===== config.mk =====
export PLATFORM = sky130hd
export DESIGN_NAME = mem_arbiter_flat
export DESIGN_NICKNAME = d
export VERILOG_FILES = /design/src/rtl/mem_arbiter_if.sv /design/src/rtl/mem_arbiter.sv /design/src/flat_wrapper.sv
export SDC_FILE = /design/constraint.sdc
export NUM_CORES = 1
export LEC_CHECK = 0
export ABC_AREA = 1
export CAP_MARGIN = 10
export CORE_AREA = 8 8 221 223
export CTS_CLUSTER_SIZE = 10
export DETAILED_ROUTE_END_ITERATION = 12
export DIE_AREA = 0 0 229 231
export HOLD_SLACK_MARGIN = 0.08
export PLACE_DENSITY_LB_ADDON = 0.12
export SLEW_MARGIN = 10
export SYNTH_ARGS = -nofsm -noshare
export SYNTH_HDL_FRONTEND = slang
export SYNTH_SLANG_ARGS = --single-unit

===== constraint.sdc =====
create_clock -name HCLK -period 1.3 [get_ports HCLK]
set_input_delay 0.26 -clock HCLK [delete_from_list [all_inputs] [get_ports HCLK]]
set_output_delay 0.26 -clock HCLK [all_outputs]
set_load 0.02 [all_outputs]

===== src/rtl/mem_arbiter_if.sv =====
// mem_arbiter_if: two requester buses (fetch=1, load/store=2) plus the shared memory port.
// slave = arbiter view, master = requester/memory-model view.
interface mem_arbiter_if #(
  parameter int AW = 64,
  parameter int DW = 64
);
  logic          HTRANS_1;
  logic [AW-1:0] HADDR_1;
  logic          HWRITE_1;
  logic [DW-1:0] HWDATA_1;
  logic [DW-1:0] HRDATA_1;
  logic          HREADY_1;
  logic          HRESP_1;
  logic          stall_1;

  logic          HTRANS_2;
  logic [AW-1:0] HADDR_2;
  logic          HWRITE_2;
  logic [DW-1:0] HWDATA_2;
  logic [DW-1:0] HRDATA_2;
  logic          HREADY_2;
  logic          HRESP_2;
  logic          stall_2;

  logic          PSEL;
  logic [AW-1:0] PADDR;
  logic          PWRITE;
  logic [DW-1:0] PWDATA;
  logic [DW-1:0] PRDATA;
  logic          PREADY;

  modport slave (
    input  HTRANS_1, HADDR_1, HWRITE_1, HWDATA_1,
    output HRDATA_1, HREADY_1, HRESP_1, stall_1,
    input  HTRANS_2, HADDR_2, HWRITE_2, HWDATA_2,
    output HRDATA_2, HREADY_2, HRESP_2, stall_2,
    output PSEL, PADDR, PWRITE, PWDATA,
    input  PRDATA, PREADY
  );

  modport master (
    output HTRANS_1, HADDR_1, HWRITE_1, HWDATA_1,
    input  HRDATA_1, HREADY_1, HRESP_1, stall_1,
    output HTRANS_2, HADDR_2, HWRITE_2, HWDATA_2,
    input  HRDATA_2, HREADY_2, HRESP_2, stall_2,
    input  PSEL, PADDR, PWRITE, PWDATA,
    output PRDATA, PREADY
  );
endinterface


===== src/rtl/mem_arbiter.sv =====
// mem_arbiter: registered two-master arbiter onto one memory port, with wait states and timeout.
// Ports: HCLK, HRESET (async, active-low), bus (mem_arbiter_if.slave: requesters 1/2 + memory).
module mem_arbiter #(
  parameter int AW          = 64,
  parameter int DW          = 64,
  parameter int ROUND_ROBIN = 1,
  parameter int TIMEOUT     = 255
) (
  input logic          HCLK,
  input logic          HRESET,
  mem_arbiter_if.slave bus
);
  localparam int CW = (TIMEOUT > 0) ? $clog2(TIMEOUT + 1) : 1;
  localparam logic [CW-1:0] CMAX  = {CW{1'b1}};
  localparam logic [CW-1:0] CLAST = CW'((TIMEOUT > 0) ? TIMEOUT - 1 : 0);

  typedef enum logic {IDLE, ACCESS} state_t;

  state_t        state, state_n;
  logic          owner;
  logic          last_grant;
  logic [CW-1:0] cnt;
  logic          psel, pwrite;
  logic [AW-1:0] paddr;
  logic [DW-1:0] pwdata;
  logic          hready_1, hready_2;
  logic          hresp_1, hresp_2;
  logic [DW-1:0] hrdata_1, hrdata_2;
  logic          elig_1, elig_2;
  logic          grant, sel;
  logic          done, abort;

  // A master completing this cycle is masked so the other one gets a turn.
  assign elig_1 = bus.HTRANS_1 & ~hready_1;
  assign elig_2 = bus.HTRANS_2 & ~hready_2;

  always_comb begin
    state_n = state;
    grant   = 1'b0;
    sel     = 1'b0;
    done    = 1'b0;
    abort   = 1'b0;
    unique case (state)
      IDLE: begin
        if (elig_1 | elig_2) begin
          grant   = 1'b1;
          state_n = ACCESS;
          unique case ({elig_1, elig_2})
            2'b11:   sel = (ROUND_ROBIN != 0) ? ~last_grant : 1'b0;
            2'b01:   sel = 1'b1;
            default: sel = 1'b0;
          endcase
        end
      end
      ACCESS: begin
        if (bus.PREADY) begin
          done    = 1'b1;
          state_n = IDLE;
        end else if ((TIMEOUT != 0) && (cnt == CLAST)) begin
          abort   = 1'b1;
          state_n = IDLE;
        end
      end
      default: state_n = IDLE;
    endcase
  end

  always_ff @(posedge HCLK or negedge HRESET) begin
    if (!HRESET) state <= IDLE;
    else         state <= state_n;
  end

  // owner/last_grant: 0 = requester 1, 1 = requester 2.
  always_ff @(posedge HCLK or negedge HRESET) begin
    if (!HRESET) begin
      owner      <= 1'b0;
      last_grant <= 1'b1;
      cnt        <= '0;
      psel       <= 1'b0;
      pwrite     <= 1'b0;
      paddr      <= '0;
      pwdata     <= '0;
      hready_1   <= 1'b0;
      hready_2   <= 1'b0;
      hresp_1    <= 1'b0;
      hresp_2    <= 1'b0;
      hrdata_1   <= '0;
      hrdata_2   <= '0;
    end else begin
      hready_1 <= 1'b0;
      hready_2 <= 1'b0;
      hresp_1  <= 1'b0;
      hresp_2  <= 1'b0;
      if (grant) begin
        psel       <= 1'b1;
        owner      <= sel;
        last_grant <= sel;
        cnt        <= '0;
        paddr      <= sel ? bus.HADDR_2  : bus.HADDR_1;
        pwrite     <= sel ? bus.HWRITE_2 : bus.HWRITE_1;
        pwdata     <= sel ? bus.HWDATA_2 : bus.HWDATA_1;
      end
      if (done | abort) begin
        psel <= 1'b0;
        if (owner) begin
          hready_2 <= 1'b1;
          hresp_2  <= abort;
          if (done & ~pwrite) hrdata_2 <= bus.PRDATA;
        end else begin
          hready_1 <= 1'b1;
          hresp_1  <= abort;
          if (done & ~pwrite) hrdata_1 <= bus.PRDATA;
        end
      end else if ((state == ACCESS) && (cnt != CMAX)) begin
        cnt <= cnt + CW'(1);
      end
    end
  end

  assign bus.PSEL     = psel;
  assign bus.PADDR    = paddr;
  assign bus.PWRITE   = pwrite;
  assign bus.PWDATA   = pwdata;
  assign bus.HREADY_1 = hready_1;
  assign bus.HREADY_2 = hready_2;
  assign bus.HRESP_1  = hresp_1;
  assign bus.HRESP_2  = hresp_2;
  assign bus.HRDATA_1 = hrdata_1;
  assign bus.HRDATA_2 = hrdata_2;
  assign bus.stall_1  = bus.HTRANS_1 & ~hready_1;
  assign bus.stall_2  = bus.HTRANS_2 & ~hready_2;
endmodule


===== src/flat_wrapper.sv =====
// flat-port wrapper written by rule: the top's interface ports become plain ports
module mem_arbiter_flat 
#(
  parameter int AW          = 64,
  parameter int DW          = 64,
  parameter int ROUND_ROBIN = 1,
  parameter int TIMEOUT     = 255
)
  (HCLK, HRESET, bus_HTRANS_1, bus_HADDR_1, bus_HWRITE_1, bus_HWDATA_1, bus_HRDATA_1, bus_HREADY_1, bus_HRESP_1, bus_stall_1, bus_HTRANS_2, bus_HADDR_2, bus_HWRITE_2, bus_HWDATA_2, bus_HRDATA_2, bus_HREADY_2, bus_HRESP_2, bus_stall_2, bus_PSEL, bus_PADDR, bus_PWRITE, bus_PWDATA, bus_PRDATA, bus_PREADY);
  mem_arbiter_if #(.AW(AW), .DW(DW)) bus_i ();
  input logic HCLK;
  input logic HRESET;
  input wire logic [$bits(bus_i.HTRANS_1)-1:0] bus_HTRANS_1;
  input wire logic [$bits(bus_i.HADDR_1)-1:0] bus_HADDR_1;
  input wire logic [$bits(bus_i.HWRITE_1)-1:0] bus_HWRITE_1;
  input wire logic [$bits(bus_i.HWDATA_1)-1:0] bus_HWDATA_1;
  output wire logic [$bits(bus_i.HRDATA_1)-1:0] bus_HRDATA_1;
  output wire logic [$bits(bus_i.HREADY_1)-1:0] bus_HREADY_1;
  output wire logic [$bits(bus_i.HRESP_1)-1:0] bus_HRESP_1;
  output wire logic [$bits(bus_i.stall_1)-1:0] bus_stall_1;
  input wire logic [$bits(bus_i.HTRANS_2)-1:0] bus_HTRANS_2;
  input wire logic [$bits(bus_i.HADDR_2)-1:0] bus_HADDR_2;
  input wire logic [$bits(bus_i.HWRITE_2)-1:0] bus_HWRITE_2;
  input wire logic [$bits(bus_i.HWDATA_2)-1:0] bus_HWDATA_2;
  output wire logic [$bits(bus_i.HRDATA_2)-1:0] bus_HRDATA_2;
  output wire logic [$bits(bus_i.HREADY_2)-1:0] bus_HREADY_2;
  output wire logic [$bits(bus_i.HRESP_2)-1:0] bus_HRESP_2;
  output wire logic [$bits(bus_i.stall_2)-1:0] bus_stall_2;
  output wire logic [$bits(bus_i.PSEL)-1:0] bus_PSEL;
  output wire logic [$bits(bus_i.PADDR)-1:0] bus_PADDR;
  output wire logic [$bits(bus_i.PWRITE)-1:0] bus_PWRITE;
  output wire logic [$bits(bus_i.PWDATA)-1:0] bus_PWDATA;
  input wire logic [$bits(bus_i.PRDATA)-1:0] bus_PRDATA;
  input wire logic [$bits(bus_i.PREADY)-1:0] bus_PREADY;
  assign bus_i.HTRANS_1 = bus_HTRANS_1;
  assign bus_i.HADDR_1 = bus_HADDR_1;
  assign bus_i.HWRITE_1 = bus_HWRITE_1;
  assign bus_i.HWDATA_1 = bus_HWDATA_1;
  assign bus_HRDATA_1 = bus_i.HRDATA_1;
  assign bus_HREADY_1 = bus_i.HREADY_1;
  assign bus_HRESP_1 = bus_i.HRESP_1;
  assign bus_stall_1 = bus_i.stall_1;
  assign bus_i.HTRANS_2 = bus_HTRANS_2;
  assign bus_i.HADDR_2 = bus_HADDR_2;
  assign bus_i.HWRITE_2 = bus_HWRITE_2;
  assign bus_i.HWDATA_2 = bus_HWDATA_2;
  assign bus_HRDATA_2 = bus_i.HRDATA_2;
  assign bus_HREADY_2 = bus_i.HREADY_2;
  assign bus_HRESP_2 = bus_i.HRESP_2;
  assign bus_stall_2 = bus_i.stall_2;
  assign bus_PSEL = bus_i.PSEL;
  assign bus_PADDR = bus_i.PADDR;
  assign bus_PWRITE = bus_i.PWRITE;
  assign bus_PWDATA = bus_i.PWDATA;
  assign bus_i.PRDATA = bus_PRDATA;
  assign bus_i.PREADY = bus_PREADY;
  mem_arbiter #(.AW(AW), .DW(DW), .ROUND_ROBIN(ROUND_ROBIN), .TIMEOUT(TIMEOUT)) u_core (.HCLK(HCLK), .HRESET(HRESET), .bus(bus_i));
endmodule

Word level (Yosys, flattened, before mapping)
Index checks and enable logic that the tools add are counted.
Storage, ports and cells
  output and inout port bits: 264
  flip-flop bits (word level): 273
Cells by class
  bitwise gates (word level): 11
  reductions and logical operators: 4
  equal/unequal tests: 4
  mux-type cells: 29
  add/subtract/negate cells: 1
Operator list (count)
  $mux 64: 2
  $mux 8: 3
  $mux 1: 22
  $add 8x1->8 const B: 1
  $eq 8x8->1 const B: 1
  $ne 8x8->1 const B: 1
  $not 1->1: 6
  $reduce_and 3->1: 2
  $pmux 1 s2: 2
  $and 1x1->1: 3
  $eq 2x1->1 const B: 1
  $eq 2x2->1 const B: 1
  $or 1x1->1: 2
  $reduce_bool 2->1: 1
  $logic_and 1x1->1: 1

Logic depth before layout (Yosys ltp)
  depth after elaboration: 8
  gate-level depth with buffers: 10
  mapped depth without buffers: 10

Worst setup path after synthesis
OpenSTA, ideal clock, no wires.
  path type: register to register
  from: reg u_core.hready_2, in the netlist u_core.bus.HREADY_2
  to: reg u_core.paddr[4], in the netlist u_core.bus.PADDR[4]
  path slack: -0.290 ns
  arrival: 1.508 ns
  buffers on the path: 2
  library setup time: 0.083 ns
  cell stages (with the launch flop): 8
  path through: dfrtp_1 > nor2_2 > nand2_2 > nor2_2 > buf_2 > buf_2 > nor2_1 > o21ai_0
On the way
  longest elaborated chain between the ends: 7
  elaborated cells between the ends (all ways): 11
RTL lines
  from (decl): line mem_arbiter.sv:26  | logic hready_1, hready_2;
  from (signal assigned): line mem_arbiter.sv:84  | hready_2 <= 1'b0;
  from (signal assigned): line mem_arbiter.sv:91  | hready_2 <= 1'b0;
  from (signal assigned): line mem_arbiter.sv:106  | hready_2 <= 1'b1;
  $not 1->1 *
  $and 1x1->1 *
  named net bus_stall_2: line flat_wrapper.sv:28  | output wire logic [$bits(bus_i.stall_2)-1:0] bus_stall_2;
  $eq 2x1->1 / $eq 2x2->1 (equally long branches): line mem_arbiter.sv:48  | unique case ({elig_1, elig_2})
  $pmux 1 s2: line mem_arbiter.sv:48
  $mux 1: line mem_arbiter.sv:45  | if (elig_1 | elig_2) begin
  $mux 1: line mem_arbiter.sv:43  | unique case (state)
  $mux 64: line mem_arbiter.sv:99  | paddr <= sel ? bus.HADDR_2 : bus.HADDR_1;
  to (signal assigned): line mem_arbiter.sv:99
  to (decl): line mem_arbiter.sv:24  | logic [AW-1:0] paddr;
The timed path passes the listed nets; every way through them passes the cells marked *.
A chain may end at the register's enable or synchronous reset.

Worst setup path after layout
  from: reg u_core.hready_2, in the netlist u_core.bus.HREADY_2
  to: reg u_core.pwdata[22], in the netlist u_core.bus.PWDATA[22]
On the way
  longest elaborated chain between the ends: 7
  elaborated cells between the ends (all ways): 11
RTL lines
  $not 1->1 *: line mem_arbiter.sv:35  | assign elig_2 = bus.HTRANS_2 & ~hready_2;
  $and 1x1->1 *: line mem_arbiter.sv:35
  $eq 2x1->1 / $eq 2x2->1 (equally long branches): line mem_arbiter.sv:48
  $pmux 1 s2: line mem_arbiter.sv:48
  $mux 1: line mem_arbiter.sv:45
  $mux 1: line mem_arbiter.sv:43
  $mux 64: line mem_arbiter.sv:101  | pwdata <= sel ? bus.HWDATA_2 : bus.HWDATA_1;
  to (signal assigned): line mem_arbiter.sv:101
  to (decl): line mem_arbiter.sv:25  | logic [DW-1:0] pwdata;
Mark *: on every way between the ends. The rest lies on a longest branch, timed or not.

==> results.txt <==
Synth warnings - 0
family with the most delay on the worst path - buffers and inverters
Nets - 2379
# port buffers - 590
drt drc - 0
Placer Congestion - 0.838
final hold vios - 0
slowest CP cell - dfrtp_2
Mapped Cells - 1297
reg2reg start - u_core.bus.HREADY_2
Die ar. - 52900 µm²
first-pass GRT wire length - 79400 µm
post-route setup TNS - -60050 ps
dpl cell area - 18700 µm²
slowest stage delay, CP - 440 ps
#FFs+latches synth - 273
CTS clk-pin slew, worst paths - 50 ps
FMAX - 626 MHz
core area - 45100 µm²
leak pwr - 10.5 nW
beginning of the critical path - u_core.bus.HREADY_2
leading cell types in the layout, fill and taps excluded - clkdlybuf4s50_1, buf_6, dfrtp_1, o21ai_1, nand2_1
IO Count - 591
Crit. End Element - register
Avg Vias per Cell - 4.57
Site Rows - 78
Pwr Density - 2510 nW/µm²
Reg2Reg Depth - 9
initial antenna violation count - 12
Setup WS pre-CTS - -651 ps
clock skew - 18.8 ps
worst-path cell chain - nor2_4 > nand2_4 > nor2_4 > buf_6 > buf_12 > buf_8 > buf_8 > nor2_4 > o21ai_1
Layout area overhead - 105%
HPWL after DPL - 39200 µm
Max Transition Viols Final - 0
GRT Total Usage - 19.4%
sequential area share after synthesis - 60.3%
setup ws final - -297 ps
clk_lat worst skew - 550 ps
CP required - 1760 ps
Mapped Area - 11300 µm²
Post-Syn Area per Cell - 8.73 µm²
Non-Filler Instances - 2677
Worst Path Buf+Inv - 4
Synth area leader - dfrtp_1
CTS tree - done
commonest non-fill, non-tap cell in the layout - clkdlybuf4s50_1
total grt overflow - 0
Min Clock Period, post-route - 1600 ps
clk buf depth - 3
critical path type - reg2reg
Slew HR - 76.2%
outcome - complete, but fails checks
Initial Util - 25.1%
H-tree depth - 2
Worst VDD drop - 0.00117 V
total stage count of the critical path - 9
vias in the first global route - 12400
Sink Count - 273
Hold WC Path Type - in2async
CTS root buffer - clkbuf_16
most used cell, CP - nor2_4
share of the synthesized area in the top cell type - 60.1%
drt total wl - 59000 µm
synth unique cells - 21
chip width - 229 µm
CP Launch Type - register
DR iter-0 viols - 734
Final Setup Violations - 537
Inst Count DP - 2486
Vias - 12200
wire length per cell - 22.0 µm
Final Cell Area - 23200 µm²
max cap viols - 0
failing checks - negative setup slack
drt pass-1 iters - 5
share of layout cells above drive strength 1 - 37.1%
top cells by area, synth - dfrtp_1, nand2_1, o21ai_1
Num CTS Buffers - 36
critical-path maximum fanout - 5
Final ANT Viol Nets - 0
RSZ-0062 raised after global routing - yes
final core occ - 51.4%
Synth Net Count - 1626
WP data arrival - 2060 ps
Worst Tran Pin Value - 357 ps
Die Y - 231 µm
period utilisation layout - 123%
largest net degree at the start of global routing - 60
-- report_power, final --
part	switching, mW	internal, mW	total [mW]
Combinational	16.6	16.5	33.1
Sequential	3.21	12.5	15.7
Clock	3.81	5.48	9.29
Total	23.6	34.5	58.1
-- metrics by stage --
| stage | power [mW] | hold WS, ps |
|---|---|---|
| after global routing | 61.2 | 192 |
| after global placement | 39.5 | 153 |
| after detailed placement | 39.7 | 153 |
| after CTS | 53.9 | 185 |
| after floorplan | 26.4 | -35.6 |
| final | 58.1 | 190 |
-- registers in the layout, indices dropped and copies added (netlist names), 8 cells and up --
register / cells
u_core.bus.PWDATA: 64
u_core.cnt: 8
u_core.bus.HRDATA_1: 64
u_core.bus.HRDATA_2: 64
u_core.bus.PADDR: 64
-- worst register-to-register path, stage by stage (launching register included) --
cell and delay (ps):
dfrtp_2 440, nor2_4 190, nand2_4 90, nor2_4 150
buf_6 130, buf_12 120, buf_8 120, buf_8 130
nor2_4 30, o21ai_1 130
-- final timing paths --
kind | endpoint | slack, ps
worst max-delay path | u_core.bus.PWDATA[22] | -300
worst min-delay path | u_core.bus.PADDR[24] | 190
worst max register to register | u_core.bus.PWDATA[22] | -300
worst min register to register | u_core.bus.HRDATA_2[10] | 490
max in group asynchronous | u_core.bus.PADDR[8] | 440
min in group HCLK | u_core.bus.HRDATA_1[3] | 280
-- per-layer routing --
layer | GRT usage, % | share of wire, %
met1 | 21.2 | 38
met2 | 33.8 | 51
met3 | 7.31 | 7.7
met4 | 7.33 | 3.1
met5 | 0 | 0.10
-- cell type report --
cell class	instances	area, µm²
fill	4147	21900
timing repair buffer	794	9180
tap	600	751
antenna	7	17.5
inverter	81	320
clock inverter	5	32.5
clock buffer	53	1040
multi-input combinational	864	5010
sequential	273	6840
-- cell usage after synthesis, drive strengths merged --
cell type    n
nand4        4
nand2      297
xor2         2
nand3b       1
ha           2
buf         66
o21ai      390
nand3       12
nor2       149
dfstp        1
inv         81
dfrtp      272
a21oi        1
clkbuf      19
-- logic make-up (layout without fill, tap and decap cells) --
logic type	Yosys count	after routing	synth area share, %
buffers and inverters	166	933	6.29
and+or+nand+nor	463	469	15.7
xor gates and xnor gates	2	2	0.155
DFF	273	273	60.3
AOI/OAI and AO/OA	391	391	17.3
other	0	7	0
adders and majority gates	2	2	0.221
-- timing repair --
action / in CTS / in global routing
gates resized for setup: 1705 / 384
pin swaps: 23 / 89
setup buffers: 65 / 13
hold endpoints to repair: 241 / 0
cloned: 11 / 40
setup endpoints to repair: 535 / 537
hold buffers: 1 / 0
No activity file was read; power rests on OpenSTA's default activity.
